`src/rtl/note_sequencer_if.sv`:
```
// Control, ROM and note-output signals shared between the sequencer and its surroundings.
// master is the sequencer side; slave is the level controller / ROM / scroller side.
interface note_sequencer_if #(
  parameter int ADDR_WIDTH = 6,
  parameter int DATA_WIDTH = 4
) ();
  logic                  start;
  logic                  pause;
  logic                  beat_tick;
  logic [ADDR_WIDTH-1:0] rom_addr;
  logic [DATA_WIDTH-1:0] rom_note;
  logic [DATA_WIDTH-1:0] note_out;
  logic                  note_valid;
  logic [ADDR_WIDTH-1:0] note_idx;
  logic                  busy;
  logic                  done;
  logic                  underrun;

  modport master (
    input  start, pause, beat_tick, rom_note,
    output rom_addr, note_out, note_valid, note_idx, busy, done, underrun
  );

  modport slave (
    output start, pause, beat_tick, rom_note,
    input  rom_addr, note_out, note_valid, note_idx, busy, done, underrun
  );
endinterface

```
`src/rtl/note_sequencer.sv`:
```
// Walks the note ROM from address 0, holds each note and emits it as a one-cycle pulse on the beat.
// Stops at END_MARKER or after MAX_ADDR; ticks arriving mid-fetch are dropped and flagged.
module note_sequencer #(
  parameter int                    ADDR_WIDTH = 6,
  parameter int                    DATA_WIDTH = 4,
  parameter logic [DATA_WIDTH-1:0] END_MARKER = 4'b1111,
  parameter int                    MAX_ADDR   = 63
) (
  input  logic                  clk,
  input  logic                  rst,
  note_sequencer_if.master      bus
);

  localparam logic [2:0] IDLE    = 3'd0;
  localparam logic [2:0] FETCH   = 3'd1;
  localparam logic [2:0] CAPTURE = 3'd2;
  localparam logic [2:0] READY   = 3'd3;
  localparam logic [2:0] DONE    = 3'd4;

  localparam logic [ADDR_WIDTH-1:0] LAST_ADDR = MAX_ADDR[ADDR_WIDTH-1:0];

  logic [2:0]            state;
  logic [ADDR_WIDTH-1:0] addr;
  logic [DATA_WIDTH-1:0] note_buf;
  logic [DATA_WIDTH-1:0] note_out;
  logic [ADDR_WIDTH-1:0] note_idx;
  logic                  note_valid;
  logic                  underrun;

  always_ff @(posedge clk) begin
    if (!rst) begin
      state      <= IDLE;
      addr       <= '0;
      note_buf   <= '0;
      note_out   <= '0;
      note_idx   <= '0;
      note_valid <= 1'b0;
      underrun   <= 1'b0;
    end else begin
      note_valid <= 1'b0;
      case (state)
        IDLE: begin
          addr <= '0;
          if (bus.start) begin
            state    <= FETCH;
            underrun <= 1'b0;
          end
        end
        FETCH: begin
          state <= CAPTURE;
          if (bus.beat_tick) underrun <= 1'b1;
        end
        CAPTURE: begin
          // rom_note is the registered read of the address presented during FETCH.
          note_buf <= bus.rom_note;
          state    <= (bus.rom_note == END_MARKER) ? DONE : READY;
          if (bus.beat_tick) underrun <= 1'b1;
        end
        READY: begin
          if (bus.beat_tick && !bus.pause) begin
            // A zero note is a rest: it uses up the beat but shows nothing.
            if (note_buf != '0) begin
              note_valid <= 1'b1;
              note_out   <= note_buf;
              note_idx   <= addr;
            end
            if (addr == LAST_ADDR) begin
              state <= DONE;
            end else begin
              addr  <= addr + 1'b1;
              state <= FETCH;
            end
          end
        end
        DONE: begin
          if (bus.start) begin
            addr     <= '0;
            state    <= FETCH;
            underrun <= 1'b0;
          end
        end
        default: state <= IDLE;
      endcase
    end
  end

  assign bus.rom_addr   = addr;
  assign bus.note_out   = note_out;
  assign bus.note_valid = note_valid;
  assign bus.note_idx   = note_idx;
  assign bus.underrun   = underrun;
  assign bus.busy       = (state == FETCH) || (state == CAPTURE) || (state == READY);
  assign bus.done       = (state == DONE);

endmodule

```
`src/flat_wrapper.sv`:
```
// flat-port wrapper written by rule: the top's interface ports become plain ports
module note_sequencer_flat 
#(
  parameter int                    ADDR_WIDTH = 6,
  parameter int                    DATA_WIDTH = 4,
  parameter logic [DATA_WIDTH-1:0] END_MARKER = 4'b1111,
  parameter int                    MAX_ADDR   = 63
)
  (clk, rst, bus_start, bus_pause, bus_beat_tick, bus_rom_note, bus_rom_addr, bus_note_out, bus_note_valid, bus_note_idx, bus_busy, bus_done, bus_underrun);
  note_sequencer_if #(.ADDR_WIDTH(ADDR_WIDTH), .DATA_WIDTH(DATA_WIDTH)) bus_i ();
  input  logic clk;
  input  logic rst;
  input wire logic [$bits(bus_i.start)-1:0] bus_start;
  input wire logic [$bits(bus_i.pause)-1:0] bus_pause;
  input wire logic [$bits(bus_i.beat_tick)-1:0] bus_beat_tick;
  input wire logic [$bits(bus_i.rom_note)-1:0] bus_rom_note;
  output wire logic [$bits(bus_i.rom_addr)-1:0] bus_rom_addr;
  output wire logic [$bits(bus_i.note_out)-1:0] bus_note_out;
  output wire logic [$bits(bus_i.note_valid)-1:0] bus_note_valid;
  output wire logic [$bits(bus_i.note_idx)-1:0] bus_note_idx;
  output wire logic [$bits(bus_i.busy)-1:0] bus_busy;
  output wire logic [$bits(bus_i.done)-1:0] bus_done;
  output wire logic [$bits(bus_i.underrun)-1:0] bus_underrun;
  assign bus_i.start = bus_start;
  assign bus_i.pause = bus_pause;
  assign bus_i.beat_tick = bus_beat_tick;
  assign bus_i.rom_note = bus_rom_note;
  assign bus_rom_addr = bus_i.rom_addr;
  assign bus_note_out = bus_i.note_out;
  assign bus_note_valid = bus_i.note_valid;
  assign bus_note_idx = bus_i.note_idx;
  assign bus_busy = bus_i.busy;
  assign bus_done = bus_i.done;
  assign bus_underrun = bus_i.underrun;
  note_sequencer #(.ADDR_WIDTH(ADDR_WIDTH), .DATA_WIDTH(DATA_WIDTH), .END_MARKER(END_MARKER), .MAX_ADDR(MAX_ADDR)) u_core (.clk(clk), .rst(rst), .bus(bus_i));
endmodule
```
`config.mk`:
```
export PLATFORM = sky130hd
export DESIGN_NAME = note_sequencer_flat
export DESIGN_NICKNAME = d
export VERILOG_FILES = /design/src/rtl/note_sequencer_if.sv /design/src/rtl/note_sequencer.sv /design/src/flat_wrapper.sv
export SDC_FILE = /design/constraint.sdc
export NUM_CORES = 1
export LEC_CHECK = 0
export BUFFER_PORTS_ARGS = -buffer_cell sky130_fd_sc_hd__clkbuf_2
export CORE_UTILIZATION = 55
export DETAILED_ROUTE_END_ITERATION = 8
export PLACE_DENSITY = 0.85
export SETUP_SLACK_MARGIN = 0.4
export SLEW_MARGIN = 25
export SYNTH_ARGS = -nofsm -noshare
export SYNTH_HDL_FRONTEND = slang
export SYNTH_SLANG_ARGS = --single-unit
```
`constraint.sdc`:
```
create_clock -name clk -period 2.45 [get_ports clk]
set_input_delay 0.1225 -clock clk [delete_from_list [all_inputs] [get_ports clk]]
set_output_delay 0.1225 -clock clk [all_outputs]
set_load 0.02 [all_outputs]
```
==> results of run 1 <==
==> power breakdown <==
group | total, W | switching [W] | leakage, nW | internal [W]
registers | 0.000433 | 0.0000164 | 0.202 | 0.000417
clock network | 0.000178 | 0.000117 | 0.0177 | 0.0000610
logic | 0.0000996 | 0.0000539 | 0.318 | 0.0000457
total | 0.000711 | 0.000188 | 0.537 | 0.000523
==> Yosys cell counts <==
library cell,number,area share
and3_1,3,0.016
nand2b_1,3,0.016
nor4_1,1,0.0053
nor3b_2,1,0.011
nor2_1,7,0.022
a31oi_1,3,0.016
or3b_2,1,0.0074
clkbuf_1,3,0.0096
o31ai_1,1,0.0064
nor3_4,1,0.014
ha_1,1,0.011
buf_6,1,0.0096
and2_1,1,0.0053
buf_4,2,0.013
o32ai_2,1,0.014
nor3_1,3,0.013
o21a_1,5,0.032
inv_1,4,0.013
nor4b_1,1,0.0074
nand3b_4,1,0.017
o21ai_0,4,0.017
mux2i_1,14,0.12
nor2b_1,15,0.080
nand4_1,1,0.0053
o32a_1,1,0.0085
dfxtp_1,25,0.43
nand2_1,7,0.022
a21oi_1,5,0.021
nand3_1,5,0.021
o22ai_1,3,0.016
o2bb2ai_1,1,0.0074
==> layer usage <==
metal / vias up / part of all wire
li1: 495 / -
met1: 436 / 0.47
met2: 29 / 0.48
met3: 2 / 0.044
met4: 0 / 0.0040
met5: - / 0
==> cell families after synthesis <==
logic type / synth area share
compound gates: 0.1382
fa+ha+maj: 0.01063
buf+inv: 0.04462
flops: 0.4251
mux: 0.1190
simple gates: 0.2625
==> registers in the layout, indices dropped and copies added (netlist names) <==
signal and cells:
u_core.bus.note_idx 6, u_core.bus.underrun 1, u_core.bus.note_valid 1, u_core.bus.rom_addr 6, u_core.bus.note_out 4, u_core.state 3, u_core.note_buf 4
==> area by class of cell <==
class | count | share of cell area
clock inverters | 1 | 0.003731
clock buffers | 3 | 0.01679
inverters | 4 | 0.01119
well taps | 27 | 0.02519
flip-flops and latches | 25 | 0.3731
repair buffers | 28 | 0.1045
multi-input cells | 90 | 0.4655
==> per-stage QoR <==
step,cell area [µm²],cells
6_report,1341,178
5_1_grt,1341,178
4_1_cts,1341,178
3_5_place_dp,1314,174
3_3_place_gp,1314,174
2_1_floorplan,1177,125
==> worst max path at each step <==
stage	from	to	slack, ps
floorplan	u_core.bus.rom_addr[0]	u_core.state[0]	1090
global placement	u_core.state[0]	u_core.bus.note_idx[0]	770
detailed placement	u_core.state[0]	u_core.bus.note_idx[3]	700
CTS	u_core.state[0]	u_core.bus.note_idx[3]	670
global route	u_core.state[1]	u_core.bus.note_out[2]	560
finish	u_core.state[0]	u_core.bus.note_idx[3]	670
==> worst min-delay path: cells and delay by family <==
kind / cells / cell delay (ps)
and+or+nand+nor: 1 / 70
buffers and inverters: 1 / 90
AOI/OAI and AO/OA: 1 / 80
==> impl_results.md, run 1 <==
* Final WL at 2236 µm
* Power per cell area at 530.2 nW/µm²
* Wire length per cell at 12.56 µm
* FF-to-FF Start: u_core.state[0]
* TritonCTS clock tree: built
* Initial antenna violation count at 0
* First-pass GRT wire length at 3360 µm
* DR iter-0 viols at 22
* Leakage at 0.5375 nW
* Syn Area/Cell at 9.419 µm²
* Slew @ Worst Pin at 622.4 ps
* Slew Limit Fails at 0
* Bufs on Longest Clock Path at 2
* CTS Hold Bufs at 0
* Placeable core region at 1982 µm²
* I/O Pins at 29
* Unrepaired setup endpoints after global routing: false
* Vias in the first global route at 787
* Worst reg-to-reg path cell count at 4
* Setup violators final at 0
* Sequential element share of the synthesized area at 0.4251
* Worst path bufs/invs at 0
* Area Overhead vs Synth at 13.92%
* Synth Instances at 125
* Hold path endpoint: u_core.bus.underrun
* Synth Cell Area at 1177 µm²
* Met3 usage at 0.02593
* Worst setup slack after layout at 671.5 ps
* Max VDD drop at 496.3 µV
* R2r setup slk at 670 ps
* Buffers on Ports at 28
* Final hold vios at 0
* Multi-input logic area at 624.3 µm²
* CP arrival at 2000 ps
* Die Span X at 48.27 µm
* Syn nets at 135
* Hold slack at 78.83 ps
* Leading cell type in the layout, fill and taps excluded: clkbuf_2
* Clk slew on worst S/H paths at 130 ps
* GR peak layer: met2
* Starting Density at 0.5941
* Slowest stage delay, CP at 590 ps
* CTS H-Tree Depth at 1
* Layout cell share with drive strength beyond 1 at 0.2450
* # fillers at 164
* Met1 usage at 0.2815
* Hold_sp: bus_beat_tick
* Total grt overflow at 0
* Worst path depth at 4
* Clock Latency Late Sink at 310 ps
* Drt first pass iters at 4
* CP Max Fanout at 11
* Clock sinks at 25
* Vias per inst at 5.404
* CTS Root Cell: clkbuf_4
* Endpoint class of the critical path: flop
* Hpwl dp at 1654 µm
* Critical path class: flop to flop
* Crit-path slowest cell: nor3_4
* Storage element area at 500.5 µm²
* Row Count at 16
* Tightest Hold Check Type: input port to flop
* Fin util at 0.6768
* CTS buffer count at 3
* Post-DRT Antenna Nets at 0
* Die Y at 48.27 µm
* Slew HR at 0.5837
* Setup Skew at 1.815 ps
* Net count, final at 162
* Post-CTS Setup Inserts at 0
* Worst-path cell chain: nand3b_4 > nor3_4 > mux2i_1 > nor2b_1
* GRT Util Overall at 0.2020
* Largest net degree at the start of global routing at 29
* Most frequent cells in the layout: clkbuf_2 (28), dfxtp_1 (25), nor2b_1 (15)
* M2 GR Usage at 0.3227
* RD Place Congestion at 0.8202
* Placement Setup Slack at 702.8 ps
* Die ar. at 2330 µm²
* R2r endpoint: u_core.bus.note_idx[3]
* Setup TNS at 0 ps
* Max_cap viols at 0
* Yosys Warn Count at 0
* Crit path required time at 2670 ps
* Largest delay share family, worst path: simple AND/OR/NAND/NOR gates
* Fmax at 0.5623 GHz
* Critical path launch point type: flop
* Status: finished, final reports clean
* Minimum clock period at 1778 ps
* ANT cells at 0
* Hold Path Stages at 3
* # resized after CTS at 0
* Tot Pwr at 0.0007111 W
* Final worst-path cycle share at 0.7259
* Detailed-route via count at 962
* Synth unique cells at 31
* Synthesized flop and latch total at 25
* DRC errors left at 0
No activity file was read; power rests on OpenSTA's default activity.
==> run 2, diff against run 1 <==
--- a/config.mk
+++ b/config.mk
@@ -5,10 +5,11 @@
 export SDC_FILE = /design/constraint.sdc
 export NUM_CORES = 1
 export LEC_CHECK = 0
+export ABC_AREA = 1
 export BUFFER_PORTS_ARGS = -buffer_cell sky130_fd_sc_hd__clkbuf_2
-export CORE_UTILIZATION = 55
+export CORE_UTILIZATION = 47
 export DETAILED_ROUTE_END_ITERATION = 8
-export PLACE_DENSITY = 0.85
+export PLACE_DENSITY = 0.77
 export SETUP_SLACK_MARGIN = 0.4
 export SLEW_MARGIN = 25
 export SYNTH_ARGS = -nofsm -noshare
==> constraint.sdc (replaced) <==
create_clock -name clk -period 1.5 [get_ports clk]
set_input_delay 0.075 -clock clk [delete_from_list [all_inputs] [get_ports clk]]
set_output_delay 0.075 -clock clk [all_outputs]
set_load 0.02 [all_outputs]
==> run 2 against run 1 <==
Against the previous run:
- design area grew 42%
- highest routed layer unchanged
- clock skew rose by 5.1 ps
- core utilization up 9.4 points
- power rose to 4.2 times the previous value
- combinational power rose to 18 times the previous value
- non-clock buffer count is 24 higher
- worst hold slack worse by 41 ps
- wire length rose by 69%
- die area grew 21%
- fmax rose by 38%
- setup slack worse by 460 ps
- cell count increased by 43%
==> impl_results.md, run 2 <==
* Status: finished, final reports clean
* Max_cap viols at 0
* CTS H-Tree Depth at 1
* CP arrival at 1550 ps
* Net count, final at 235
* Slew HR at 0.7404
* Endpoint class of the critical path: flop
* Yosys Warn Count at 0
* Clock share of power at 0.103
* Syn Area/Cell at 7.270 µm²
* CTS Root Cell: clkbuf_4
* Async SR Flop Fraction at 0
* Setup TNS at 0 ps
* Drt first pass iters at 4
* Synthesized flop and latch total at 25
* Area Overhead vs Synth at 55.40%
* Synth Cell Area at 1229 µm²
* Top cell type's share of synthesized area at 0.4073
* Area contributors post-synth: dfxtp_1 (41%), nand2_1 (12%), nand3_1 (8.1%), a21oi_1 (6.9%), inv_1 (6.1%)
* First-pass GRT wire length at 5271 µm
* TritonCTS clock tree: built
* Hold_sp: bus_rom_note[1]
* Detailed-route via count at 1406
* CTS buffer count at 3
* Placed Instance Area at 1464 µm²
* Unrepaired setup endpoints after global routing: true
* Commonest cells post-synth: nand2_1 (39), dfxtp_1 (25), inv_1 (20), nand3_1 (20), a21oi_1 (17)
* Row Count at 18
* Switching share of total power at 0.4485
* R2r setup slk at 210 ps
* Slew @ Worst Pin at 388.9 ps
* Hold path endpoint: u_core.note_buf[1]
* Largest net degree at the start of global routing at 15
* Worst-path cell chain: ha_4 > nand3_4 > nor2_4 > nand2_4 > o21ai_1 > nand2_1 > a21oi_2
* Setup Skew at 6.942 ps
* Placeable core region at 2477 µm²
* FF-to-FF Start: u_core.bus.rom_addr[0]
* ANT cells at 0
* Cell taking the most area after synthesis: dfxtp_1
* Fmax at 0.7734 GHz
* Crit-path slowest cell: dfxtp_4
* Die Span X at 53.13 µm
* Clock sinks at 25
* Bufs on Longest Clock Path at 2
* Sequential element share of the synthesized area at 0.4073
* EDFF count, synth at 0
* CTS Hold Bufs at 0
* CP Max Fanout at 5
* Critical path class: flop to flop
* Clk slew on worst S/H paths at 150 ps
* Die ar. at 2823 µm²
* Combinational fraction of design power at 0.580
* DR iter-0 viols at 38
* Worst path bufs/invs at 0
* Synth Instances at 169
* Buffers on Ports at 28
* Net Sw Power at 0.001355 W
* Layout cell share with drive strength beyond 1 at 0.5580
* Leakage at 0.8453 nW
* Power per cell area at 1582 nW/µm²
* Cell-internal power at 0.001666 W
* Die Y at 53.13 µm
* Total grt overflow at 0
* R2r endpoint: u_core.state[2]
* Wire length per cell at 14.91 µm
* Setup violators final at 0
* Leading cell type in the layout, fill and taps excluded: nand2_1
* Commonest register cell after synthesis: dfxtp_1
* Largest delay share family, worst path: simple AND/OR/NAND/NOR gates
* Clock Latency Late Sink at 320 ps
* Starting Density at 0.4960
* Initial antenna violation count at 0
* Reg power frac at 0.317
* DRC errors left at 0
* Hpwl dp at 2012 µm
* GRT Util Overall at 0.2627
* Crit path required time at 1760 ps
* Final hold vios at 0
* Most common cell in the netlist: nand2_1
* Tightest Hold Check Type: input port to flop
* Final WL at 3786 µm
* Most frequent cells in the layout: nand2_1 (34), clkbuf_2 (23), buf_4 (20)
* Hold Path Stages at 3
* Vias in the first global route at 1242
* Synth unique cells at 25
* Max VDD drop at 1501 µV
* Worst reg-to-reg path cell count at 7
* Post-DRT Antenna Nets at 0
* Syn nets at 179
* I/O Pins at 29
* Slowest stage delay, CP at 390 ps
* Final Cell Area at 1909 µm²
* Vias per inst at 5.535
* Minimum clock period at 1293 ps
* Critical path launch point type: flop
* Final worst-path cycle share at 0.8619
* RD Place Congestion at 0.9318
* Slew Limit Fails at 0
[run 2: cell count changes in the layout (fill, tap and decap cells not counted), moves of 8 or more]
cell	before	now
mux2i_1	14	0
nand2_1	7	34
dfxtp_1	25	16
a21oi_2	0	12
buf_4	0	20
nor2b_1	15	0
inv_1	4	18
nand3_2	0	11
nand2_2	0	8
[run 2: cells by family after synthesis]
logic type | synth area share
AND/OR/NAND/NOR | 0.3697
buffers and inverters | 0.08350
AO/OA/AOI/OAI | 0.1293
adder cells (fa/ha/maj) | 0.01018
flip-flops | 0.4073
[run 2: repair_timing]
action	in CTS	in global routing
buffers inserted	13	9
gates resized for setup	35	36
endpoints found under the setup margin	23	31
pin swaps	24	13
cloned	2	0
[run 2: tightest hold or removal path, delay by kind of cell]
family / cells / cell delay (ps)
buf+inv: 1 / 100
compound gates: 2 / 160
[run 2: worst max-delay path by stage]
| stage | start | endpoint | cells after the start |
|---|---|---|---|
| 6_report | u_core.bus.rom_addr[0] | u_core.state[2] | 7 |
| 3_5_place_dp | u_core.state[2] | u_core.bus.note_idx[0] | 7 |
| 4_1_cts | u_core.state[1] | bus_done | 4 |
| 3_3_place_gp | u_core.state[2] | u_core.bus.note_idx[0] | 7 |
| 5_1_grt | u_core.bus.rom_addr[0] | u_core.state[2] | 7 |
| 2_1_floorplan | u_core.bus.rom_addr[1] | u_core.state[2] | 7 |
[run 2: area by class of cell]
cell class	instances	area, µm²
inverters	22	90.09
well taps	30	37.54
multi-input cells	121	863.3
repair buffers	52	366.6
flip-flops and latches	25	524.3
clock inverters	1	5.005
clock buffers	3	22.52
fillers	152	568.0
[run 2: metal layers]
layer  wire (µm)  track usage  vias up
met3         194      0.03736       13
met5           0            0        -
met1        1451       0.2817      662
met4         103       0.1404        0
met2        2037       0.4873       61
li1            -            -      670
[run 2: metrics by stage]
step	power [W]	utilization	cells	hold slack, ps	setup WS (ps)
after floorplan	0.001674	-	169	213.4	340.4
after global placement	0.001881	0.5909	226	370.4	209.3
after detailed placement	0.001895	0.5909	226	379.2	173.1
after CTS	0.002632	0.7056	245	38.12	274.7
after global routing	0.003175	0.7707	254	33.75	128.5
final	0.003021	0.7707	254	37.77	207.1
[run 2: power groups by stage]
stage	clock (W)	combinational [W]	sequential (W)
CTS	0.000315	0.00137	0.000943
global placement	0	0.000933	0.000948
detailed placement	0	0.000941	0.000955
floorplan	0	0.000676	0.000998
global route	0.000343	0.00186	0.000973
finish	0.000310	0.00175	0.000959
==> run 3, diff against run 2 <==
--- a/config.mk
+++ b/config.mk
@@ -7,9 +7,9 @@
 export LEC_CHECK = 0
 export ABC_AREA = 1
 export BUFFER_PORTS_ARGS = -buffer_cell sky130_fd_sc_hd__clkbuf_2
-export CORE_UTILIZATION = 47
+export CORE_UTILIZATION = 52
 export DETAILED_ROUTE_END_ITERATION = 8
-export PLACE_DENSITY = 0.77
+export PLACE_DENSITY = 0.81
 export SETUP_SLACK_MARGIN = 0.4
 export SLEW_MARGIN = 25
 export SYNTH_ARGS = -nofsm -noshare
==> constraint.sdc (replaced) <==
create_clock -name clk -period 1.2 [get_ports clk]
set_input_delay 0.06 -clock clk [delete_from_list [all_inputs] [get_ports clk]]
set_output_delay 0.06 -clock clk [all_outputs]
set_load 0.02 [all_outputs]
==> run 3 against run 2 <==
Against the previous run:
- the run now fails in 5_1_grt
- area after synthesis is the same
- synthesized cell count did not move
==> impl_results.md, run 3 <==
* Status: did not finish
* Last stage reached: 5_1_grt
* Tool Error: [ERROR DPL-0038] Utilization greater than 100%, impossible to legalize
* Synth unique cells at 25
* Die Y at 50.61 µm
* Syn nets at 179
* Sequential element share of the synthesized area at 0.4073
* CTS H-Tree Depth at 1
* Hpwl dp at 2097 µm
* Largest net degree at the start of global routing at 14
* Die Span X at 50.61 µm
* Synth Cell Area at 1229 µm²
* CTS Root Cell: clkbuf_4
* Async SR Flop Fraction at 0
* Worst EP post-GRT repair: u_core.bus.note_idx[0]$_SDFFE_PN0P_/D
* Synthesized flop and latch total at 25
* Placed cell count at 230
* CTS buffer count at 3
* Commonest cells post-synth: nand2_1 (39), dfxtp_1 (25), inv_1 (20), nand3_1 (20), a21oi_1 (17)
* Placement Setup Slack at -27.12 ps
* Area contributors post-synth: dfxtp_1 (41%), nand2_1 (12%), nand3_1 (8.1%), a21oi_1 (6.9%), inv_1 (6.1%)
* EDFF count, synth at 0
* Cell taking the most area after synthesis: dfxtp_1
* Buffers on Ports at 28
* RD Place Congestion at 0.8829
* I/O Pins at 29
* Synth Instances at 169
* Most common cell in the netlist: nand2_1
* Commonest register cell after synthesis: dfxtp_1
* Clock sinks at 25
* Placed Instance Area at 1523 µm²
* WEP type: register data pin
* Row Count at 17
* Syn Area/Cell at 7.270 µm²
* Yosys Warn Count at 0
* Bufs on Longest Clock Path at 2
* Top cell type's share of synthesized area at 0.4073
* Starting Density at 0.5554
run 3: what timing repair did:
| action | CTS |
|---|---|
| gates cloned | 2 |
| hold buffers | 0 |
| buffers inserted | 17 |
| setup endpoints to repair | 45 |
| pin swaps | 11 |
| resized for setup | 86 |
run 3: logic make-up after synthesis:
| kind of cell | count (synthesis) | synth area share |
|---|---|---|
| and+or+nand+nor | 89 | 0.3697 |
| adders and majority gates | 1 | 0.01018 |
| DFF | 25 | 0.4073 |
| buffers and inverters | 25 | 0.08350 |
| AOI/OAI and AO/OA | 29 | 0.1293 |
run 3: per-stage QoR:
step	hold WS, ps	setup TNS [ps]
floorplan	198.4	0
global placement	358.8	-55.78
detailed placement	373.2	-52.56
CTS	3.928	-14.47
==> run 4, diff against run 3 <==
--- a/config.mk
+++ b/config.mk
@@ -7,10 +7,10 @@
 export LEC_CHECK = 0
 export ABC_AREA = 1
 export BUFFER_PORTS_ARGS = -buffer_cell sky130_fd_sc_hd__clkbuf_2
-export CORE_UTILIZATION = 52
+export CORE_AREA = 2 2 63 65
 export DETAILED_ROUTE_END_ITERATION = 8
-export PLACE_DENSITY = 0.81
-export SETUP_SLACK_MARGIN = 0.4
+export DIE_AREA = 0 0 65 67
+export PLACE_DENSITY_LB_ADDON = 0.15
 export SLEW_MARGIN = 25
 export SYNTH_ARGS = -nofsm -noshare
 export SYNTH_HDL_FRONTEND = slang
==> run 4 against run 3 <==
Against the previous run:
- the flow now finishes, with violations (negative setup slack)
==> impl_results.md, run 4 (synthesis gave the netlist of run 2 again) <==
* Status: finished, violations left
* Failing checks: negative setup slack
* CTS Hold Bufs at 0
* Row Count at 22
* CTS H-Tree Depth at 1
* First-pass GRT wire length at 5589 µm
* Starting Density at 0.3407
* Crit path required time at 1360 ps
* Endpoint class of the critical path: flop
* TritonCTS clock tree: built
* Total grt overflow at 0
* Storage element area at 519.2 µm²
* Largest net degree at the start of global routing at 14
* RD Place Congestion at 0.8406
* Final worst-path cycle share at 1.029
* Hpwl dp at 2286 µm
* Critical path launch point type: flop
* Tightest Hold Check Type: input port to flop
* Most frequent cells in the layout: nand2_1 (38), clkbuf_2 (26), buf_4 (24)
* Vias in the first global route at 1285
* Buffers on Ports at 28
* Die ar. at 4355 µm²
* Unrepaired setup endpoints after global routing: true
* Final hold vios at 0
* Crit-path slowest cell: dfxtp_4
* Wire length per cell at 12.03 µm
* Placeable core region at 3606 µm²
* Worst reg-to-reg path cell count at 7
* Worst path bufs/invs at 1
* CP dominant cell by count: nor2_1
* DRC errors left at 0
* CTS Root Cell: clkbuf_8
* CTS buffer count at 3
* CP arrival at 1400 ps
* Leakage at 0.8592 nW
* Clock sinks at 25
* Max VDD drop at 1154 µV
* Multi-input logic area at 815.8 µm²
* Power per cell area at 1924 nW/µm²
* DR iter-0 viols at 44
* GRT Util Overall at 0.1631
* Initial antenna violation count at 0
* Tot Pwr at 0.003730 W
* Bufs on Longest Clock Path at 2
* Hold Path Stages at 4
* Net count, final at 242
* ANT cells at 0
* Worst-path cell chain: ha_4 > nand3_4 > nor2_4 > buf_6 > a21oi_4 > nor2_1 > nor2_1
* Post-DRT Antenna Nets at 0
* Layout cell share with drive strength beyond 1 at 0.4892
* Worst setup slack after layout at -35.25 ps
* Setup violators final at 10
* Area Overhead vs Synth at 57.74%
* Detailed-route via count at 1330
* R2r setup slk at -40 ps
* Clock Latency Late Sink at 270 ps
* Max_cap viols at 0
* Drt first pass iters at 4
* Slew HR at 0.6960
* Fmax at 0.8096 GHz
* CP Max Fanout at 3
* Final WL at 3356 µm
* Placement Setup Slack at -64.06 ps
* Slew Limit Fails at 0
* Leading cell type in the layout, fill and taps excluded: nand2_1
* Die Y at 67 µm
* Clk slew on worst S/H paths at 90 ps
* Worst path depth at 7
* Largest delay share family, worst path: simple AND/OR/NAND/NOR gates
* Vias per inst at 4.767
* # fillers at 355
* Slew @ Worst Pin at 455.6 ps
* Minimum clock period at 1235 ps
* Critical path class: flop to flop
* Die Span X at 65 µm
* Setup Skew at 3.450 ps
* I/O Pins at 29
* Slowest stage delay, CP at 370 ps
==> run 4: power by group <==
part / total (W) / switching (W) / internal [W] / leakage, nW
clock network: 0.000498 / 0.000261 / 0.000237 / 0.0228
registers: 0.00116 / 0.000149 / 0.00101 / 0.206
logic: 0.00207 / 0.00114 / 0.000936 / 0.630
==> run 4: area by class of cell <==
type | count | area share
well taps | 48 | 0.03099
clock buffers | 4 | 0.02324
repair buffers | 58 | 0.2130
inverters | 22 | 0.04390
multi-input cells | 122 | 0.4209
flip-flops and latches | 25 | 0.2679
==> run 4: through the flow <==
step | cells | hold slack, ps | TNS [ps] | util | instance area (µm²)
after floorplan | 169 | 198.4 | -5.558 | - | 1257
after global placement | 265 | 357.9 | -240.6 | 0.4500 | 1623
after detailed placement | 265 | 372.6 | -352.8 | 0.4500 | 1623
after CTS | 274 | 86.02 | -39.00 | 0.4854 | 1750
after global routing | 279 | 101.8 | -1587 | 0.5375 | 1938
final | 279 | 80.65 | -203.3 | 0.5375 | 1938
==> run 4: worst paths after layout <==
path | startpoint | endpoint
min | bus_start | u_core.bus.underrun
max reg2reg | u_core.bus.rom_addr[1] | u_core.bus.rom_addr[1]
min reg2reg | u_core.bus.underrun | u_core.bus.underrun
max | u_core.bus.rom_addr[1] | u_core.bus.rom_addr[1]
==> run 4: timing repair <==
item,in CTS,in global routing
gates resized for setup,15,39
gates cloned,2,1
setup endpoints to repair,11,23
pin swaps,4,27
setup buffers,3,5
==> run 4: per-layer routing <==
metal	GRT usage	up-vias	wire length, µm
met4	0.05851	0	38
met2	0.2938	24	1775
met5	0	-	0
met3	0.02027	4	97
met1	0.1984	622	1444
li1	-	680	-
==> run 4: worst register-to-register path, cell delays in order (launching register included) <==
cell	delay [ps]
dfxtp_4	370
ha_4	140
nand3_4	90
nor2_4	190
buf_6	130
a21oi_4	60
nor2_1	100
nor2_1	60
